## config.mk

```make
export PLATFORM = sky130hd
export DESIGN_NAME = alu_operand_stage
export DESIGN_NICKNAME = d
export VERILOG_FILES = /design/src/rtl/alu_operand_stage.sv
export SDC_FILE = /design/constraint.sdc
export NUM_CORES = 2
export LEC_CHECK = 0
export CORE_ASPECT_RATIO = 0.7
export CORE_MARGIN = 10
export CORE_UTILIZATION = 48
export DETAILED_ROUTE_END_ITERATION = 8
export PLACE_DENSITY = 0.76
export SYNTH_ARGS = -nofsm -noshare
export SYNTH_HDL_FRONTEND = slang
export SYNTH_SLANG_ARGS = --single-unit
```

## constraint.sdc

```tcl
create_clock -name clk -period 88.9 [get_ports clk]
set_input_delay 17.78 -clock clk [delete_from_list [all_inputs] [get_ports clk]]
set_output_delay 17.78 -clock clk [all_outputs]
set_load 0.005 [all_outputs]
```

## src/rtl/alu_operand_stage.sv

```systemverilog
// Operand-fetch/issue stage feeding the ALU: 2R/1W register file with writeback
// bypass, immediate select and a one-entry valid/ready output register.
module alu_operand_stage #(
  parameter int XLEN   = 32,
  parameter int ADDR_W = 5,
  parameter int CTRL_W = 4
) (
  input  logic              clk,
  input  logic              rst,
  input  logic              in_valid,
  output logic              in_ready,
  input  logic [ADDR_W-1:0] in_rs1,
  input  logic [ADDR_W-1:0] in_rs2,
  input  logic [ADDR_W-1:0] in_rd,
  input  logic [XLEN-1:0]   in_imm,
  input  logic              in_use_imm,
  input  logic [CTRL_W-1:0] in_alu_ctrl,
  input  logic              wb_en,
  input  logic [ADDR_W-1:0] wb_rd,
  input  logic [XLEN-1:0]   wb_data,
  input  logic              flush,
  output logic              out_valid,
  input  logic              out_ready,
  output logic [XLEN-1:0]   out_a,
  output logic [XLEN-1:0]   out_b,
  output logic [CTRL_W-1:0] out_alu_ctrl,
  output logic [ADDR_W-1:0] out_rd
);

  localparam int NREG = 2 ** ADDR_W;

  logic [XLEN-1:0]   rf_q [NREG];

  logic              valid_q,   valid_d;
  logic [XLEN-1:0]   a_q,       a_d;
  logic [XLEN-1:0]   b_q,       b_d;
  logic [CTRL_W-1:0] ctrl_q,    ctrl_d;
  logic [ADDR_W-1:0] rd_q,      rd_d;
  logic [ADDR_W-1:0] rs1_q,     rs1_d;
  logic [ADDR_W-1:0] rs2_q,     rs2_d;
  logic              use_imm_q, use_imm_d;

  logic              wb_hit;
  logic              accept;
  logic [XLEN-1:0]   rs1_val;
  logic [XLEN-1:0]   rs2_val;

  assign wb_hit   = wb_en && (wb_rd != '0);
  assign in_ready = !valid_q || out_ready;
  assign accept   = in_valid && in_ready && !flush;

  // x0 is hardwired; a same-cycle writeback wins over the stored value
  assign rs1_val = (in_rs1 == '0)                   ? '0      :
                   (wb_hit && (wb_rd == in_rs1))    ? wb_data : rf_q[in_rs1];
  assign rs2_val = (in_rs2 == '0)                   ? '0      :
                   (wb_hit && (wb_rd == in_rs2))    ? wb_data : rf_q[in_rs2];

  always_ff @(posedge clk or posedge rst) begin
    if (rst) begin
      for (int i = 0; i < NREG; i++) rf_q[i] <= '0;
    end else if (wb_hit) begin
      rf_q[wb_rd] <= wb_data;
    end
  end

  always_comb begin
    valid_d   = valid_q;
    a_d       = a_q;
    b_d       = b_q;
    ctrl_d    = ctrl_q;
    rd_d      = rd_q;
    rs1_d     = rs1_q;
    rs2_d     = rs2_q;
    use_imm_d = use_imm_q;
    if (flush) begin
      valid_d = 1'b0;
    end else if (accept) begin
      valid_d   = 1'b1;
      a_d       = rs1_val;
      b_d       = in_use_imm ? in_imm : rs2_val;
      ctrl_d    = in_alu_ctrl;
      rd_d      = in_rd;
      rs1_d     = in_rs1;
      rs2_d     = in_rs2;
      use_imm_d = in_use_imm;
    end else if (valid_q && out_ready) begin
      valid_d = 1'b0;
    end else if (valid_q) begin
      // Stalled: track writebacks so the held operands never go stale
      if (wb_hit && (wb_rd == rs1_q)) a_d = wb_data;
      if (wb_hit && (wb_rd == rs2_q) && !use_imm_q) b_d = wb_data;
    end
  end

  always_ff @(posedge clk or posedge rst) begin
    if (rst) begin
      valid_q   <= 1'b0;
      a_q       <= '0;
      b_q       <= '0;
      ctrl_q    <= '0;
      rd_q      <= '0;
      rs1_q     <= '0;
      rs2_q     <= '0;
      use_imm_q <= 1'b0;
    end else begin
      valid_q   <= valid_d;
      a_q       <= a_d;
      b_q       <= b_d;
      ctrl_q    <= ctrl_d;
      rd_q      <= rd_d;
      rs1_q     <= rs1_d;
      rs2_q     <= rs2_d;
      use_imm_q <= use_imm_d;
    end
  end

  assign out_valid    = valid_q;
  assign out_a        = a_q;
  assign out_b        = b_q;
  assign out_alu_ctrl = ctrl_q;
  assign out_rd       = rd_q;

endmodule

```

==> key figures <==
Route
  – DR vias: 39083
  – Final WL: 182600 microns
  – DR vias/cell: 6.840
  – Antenna viol nets, final: 0
  – DRC violations left: 1
  – Initial DRC Count: 5148
  – Routed len/inst: 31.96 microns
  – Pre-antenna DRT Iters: 9

Placed design
  – GP Congestion: 0.8258
  – IO buf count: 169
  – Detailed placer's ending HPWL: 104700 microns
  – Dpl cell area: 61430 sq um

CTS
  – Total CTS buffers: 105
  – Max Root-Sink Buffers: 3
  – Reg clk slew, reported paths: 70 ps
  – CTS tree: done
  – CTS resizes: 0
  – Clock root cell: clkbuf_16
  – Clock sinks: 1109
  – # H-tree levels: 3
  – Clk_lat worst skew: 740 ps
  – Post-CTS Setup Bufs: 0
  – # hold bufs at CTS: 0

Power and ir drop
  – Pwr Density: 22.43 nW/um^2
  – Combinational Power Share: 20.6%
  – Peak VDD IR: 0.00001596 V
  – Leakage: 27.56 nW
  – Switching share of power: 27.64%
  – Sequential share of power: 46.2%
  – Net Sw Power: 403.6 uW
  – Clock power frac: 33.2%
  – Pint: 1.057 mW

Logic synthesis
  – Sequential area share after synthesis: 47.18%
  – Synth area leader: dfrtp_1
  – Main area contributors after synthesis: dfrtp_1 47%, mux4_2 19%, mux2_2 18%, mux2i_1 2.6%, clkbuf_1 1.5%
  – Mapped Cells: 4080
  – Net Count, Synth: 4175
  – Distinct cells, synth: 58
  – FF+latch count, synth: 1109
  – Async S/R FF share, synth: 100.0%
  – Primary FF master, synth: dfrtp_1
  – Number of synthesized flops with an enable pin: 0
  – Yosys top cell area share: 47.18%
  – Mapped Avg Cell Area: 14.42 sq um
  – Ys Warns: 0
  – Synth Cell Area: 58830 sq um

Global route
  – Number of global-route vias before repair: 39586
  – Initial antenna violation count: 7
  – Global Route Usage Sum: 26.25%
  – First-pass GRT wire length: 270900 microns
  – Largest net degree at the start of global routing: 195
  – Total global routing overflow: 0

Floorplanning
  – Io pins: 170
  – Initial Util: 48.34%
  – Die Ht: 312.9 microns
  – Die area: 137200 sq um
  – # rows: 107
  – Core box area: 121700 sq um
  – Die width: 438.4 microns

Final layout
  – Area Overhead vs Synth: 10.69%
  – FILL cells: 9746
  – Finished layout cell area: 65110 sq um
  – Nets: 4082
  – Share of layout cells above drive strength 1: 43.74%
  – Most common cell after layout, fill and taps aside: dfrtp_1
  – Area of the multi-input gates: 28990 sq um
  – Most frequent cells in the layout: 1109 x dfrtp_1, 939 x mux2_2, 504 x mux4_2
  – FF+latch area: 27750 sq um

Timing
  – # setup viols final: 0
  – Relative slew slack: 10.17%
  – Fin crit period: 36950 ps
  – Worst Hold Margin: 397.8 ps
  – Max-slew violations: 0
  – Period utilization: 41.56%
  – Setup TNS: 0 ps
  – Unrepaired setup endpoints after global routing: no
  – Final hold vios: 0
  – Slew @ Worst Pin: 1343 ps
  – Clock skew: 28.88 ps
  – Fmax: 0.02706 GHz

Run status
  – Status: finished with violations
  – Failing checks: design-rule violations

Worst hold path
  – Hold Crit Class: flip-flop to flip-flop

Job
  – # Max-Cap Violations: 0

Worst setup path
  – Worst Setup Start Kind: input port
  – Data required, critical path: 71120 ps
  – Critical setup path kind: input port to output port
  – CP Max Fanout: 4
  – CP Capture Type: output port
  – Worst Path Arrival: 19170 ps
[worst paths after layout]
kind,from,to,slack [ps],depth (start not counted)
min in group asynchronous,rst,rf_q[909],17570,2
worst max register to register,out_valid,out_b[19],84800,9
max in group asynchronous,rst,rf_q[49],68100,5
worst max-delay path,out_ready,in_ready,51950,4
worst min-delay path,rf_q[993],rf_q[993],400,0
worst min register to register,rf_q[993],rf_q[993],400,0
[final cells by class]
cell class | count | share of cell area (%)
diodes | 3 | 0.01153
repair buffers | 263 | 3.812
flip-flops and latches | 1109 | 42.62
well taps | 1635 | 3.142
inverters | 42 | 0.2537
multi-input cells | 2466 | 44.52
clock buffers | 156 | 4.825
clock inverters | 40 | 0.8148
[cell families (layout without fill, tap and decap cells)]
kind of cell	count (synthesis)	count (layout)	share of synthesized area, %
other	0	3	0
flip-flops	1109	1109	47.18
multiplexers	1621	1621	40.35
AO/OA/AOI/OAI	533	533	5.760
buffers and inverters	505	501	3.926
AND/OR/NAND/NOR	292	292	2.491
XOR/XNOR	20	20	0.2978
[through the flow]
| step | instances | setup slack (ps) | utilization [%] | power [mW] |
|---|---|---|---|---|
| 6_report | 5714 | 51950 | 53.50 | 1.460 |
| 5_1_grt | 5713 | 51870 | 53.50 | 1.516 |
| 3_3_place_gp | 5515 | 51920 | 50.48 | 0.9621 |
| 2_1_floorplan | 4080 | 39890 | - | 0.8857 |
| 4_1_cts | 5711 | 51930 | 53.50 | 1.459 |
| 3_5_place_dp | 5515 | 51920 | 50.48 | 0.9788 |
[critical path, stage by stage]
cell,delay (ps)
clkdlybuf4s50_1,400
nor2b_1,430
inv_2,80
clkdlybuf4s50_1,470
[state kept, by name, summed over array words and instances, names as in the netlist]
name,cells
out_rd,5
rs1_q,5
use_imm_q,1
out_a,32
out_alu_ctrl,4
out_b,32
rs2_q,5
rf_q,1024
out_valid,1
[layer usage]
| metal | GRT usage [%] | vias to the layer above | part of all wire [%] |
|---|---|---|---|
| li1 | - | 15493 | - |
| met1 | 35.58 | 20711 | 39 |
| met2 | 39.20 | 2372 | 45 |
| met3 | 8.567 | 503 | 11 |
| met4 | 10.26 | 4 | 4.3 |
| met5 | 0 | - | 0.015 |
[power groups by stage]
stage | clock network [mW] | registers [mW] | logic [mW]
floorplan | 0 | 0.656 | 0.229
finish | 0.484 | 0.675 | 0.301
detailed placement | 0 | 0.679 | 0.300
global route | 0.508 | 0.685 | 0.323
global placement | 0 | 0.672 | 0.290
CTS | 0.488 | 0.671 | 0.301
[synthesized netlist by cell type (8+ instances only)]
| library cell | instances |
|---|---|
| inv_1 | 39 |
| buf_1 | 23 |
| buf_2 | 160 |
| a221oi_1 | 19 |
| buf_6 | 14 |
| mux2_1 | 24 |
| o211ai_1 | 13 |
| nand2_1 | 90 |
| mux4_2 | 504 |
| dfrtp_1 | 1109 |
| a22o_1 | 31 |
| o21ai_1 | 37 |
| nor2b_1 | 45 |
| o221ai_1 | 40 |
| xor2_1 | 12 |
| nor3_1 | 9 |
| mux2i_1 | 154 |
| xnor2_1 | 8 |
| clkbuf_1 | 237 |
| nand3_1 | 54 |
| a22oi_1 | 14 |
| nor2_1 | 49 |
| mux2_2 | 939 |
| a211oi_1 | 48 |
| buf_4 | 29 |
| o21ai_0 | 164 |
| o22ai_1 | 83 |
| a21oi_1 | 62 |
No activity file was read; power rests on OpenSTA's default activity.
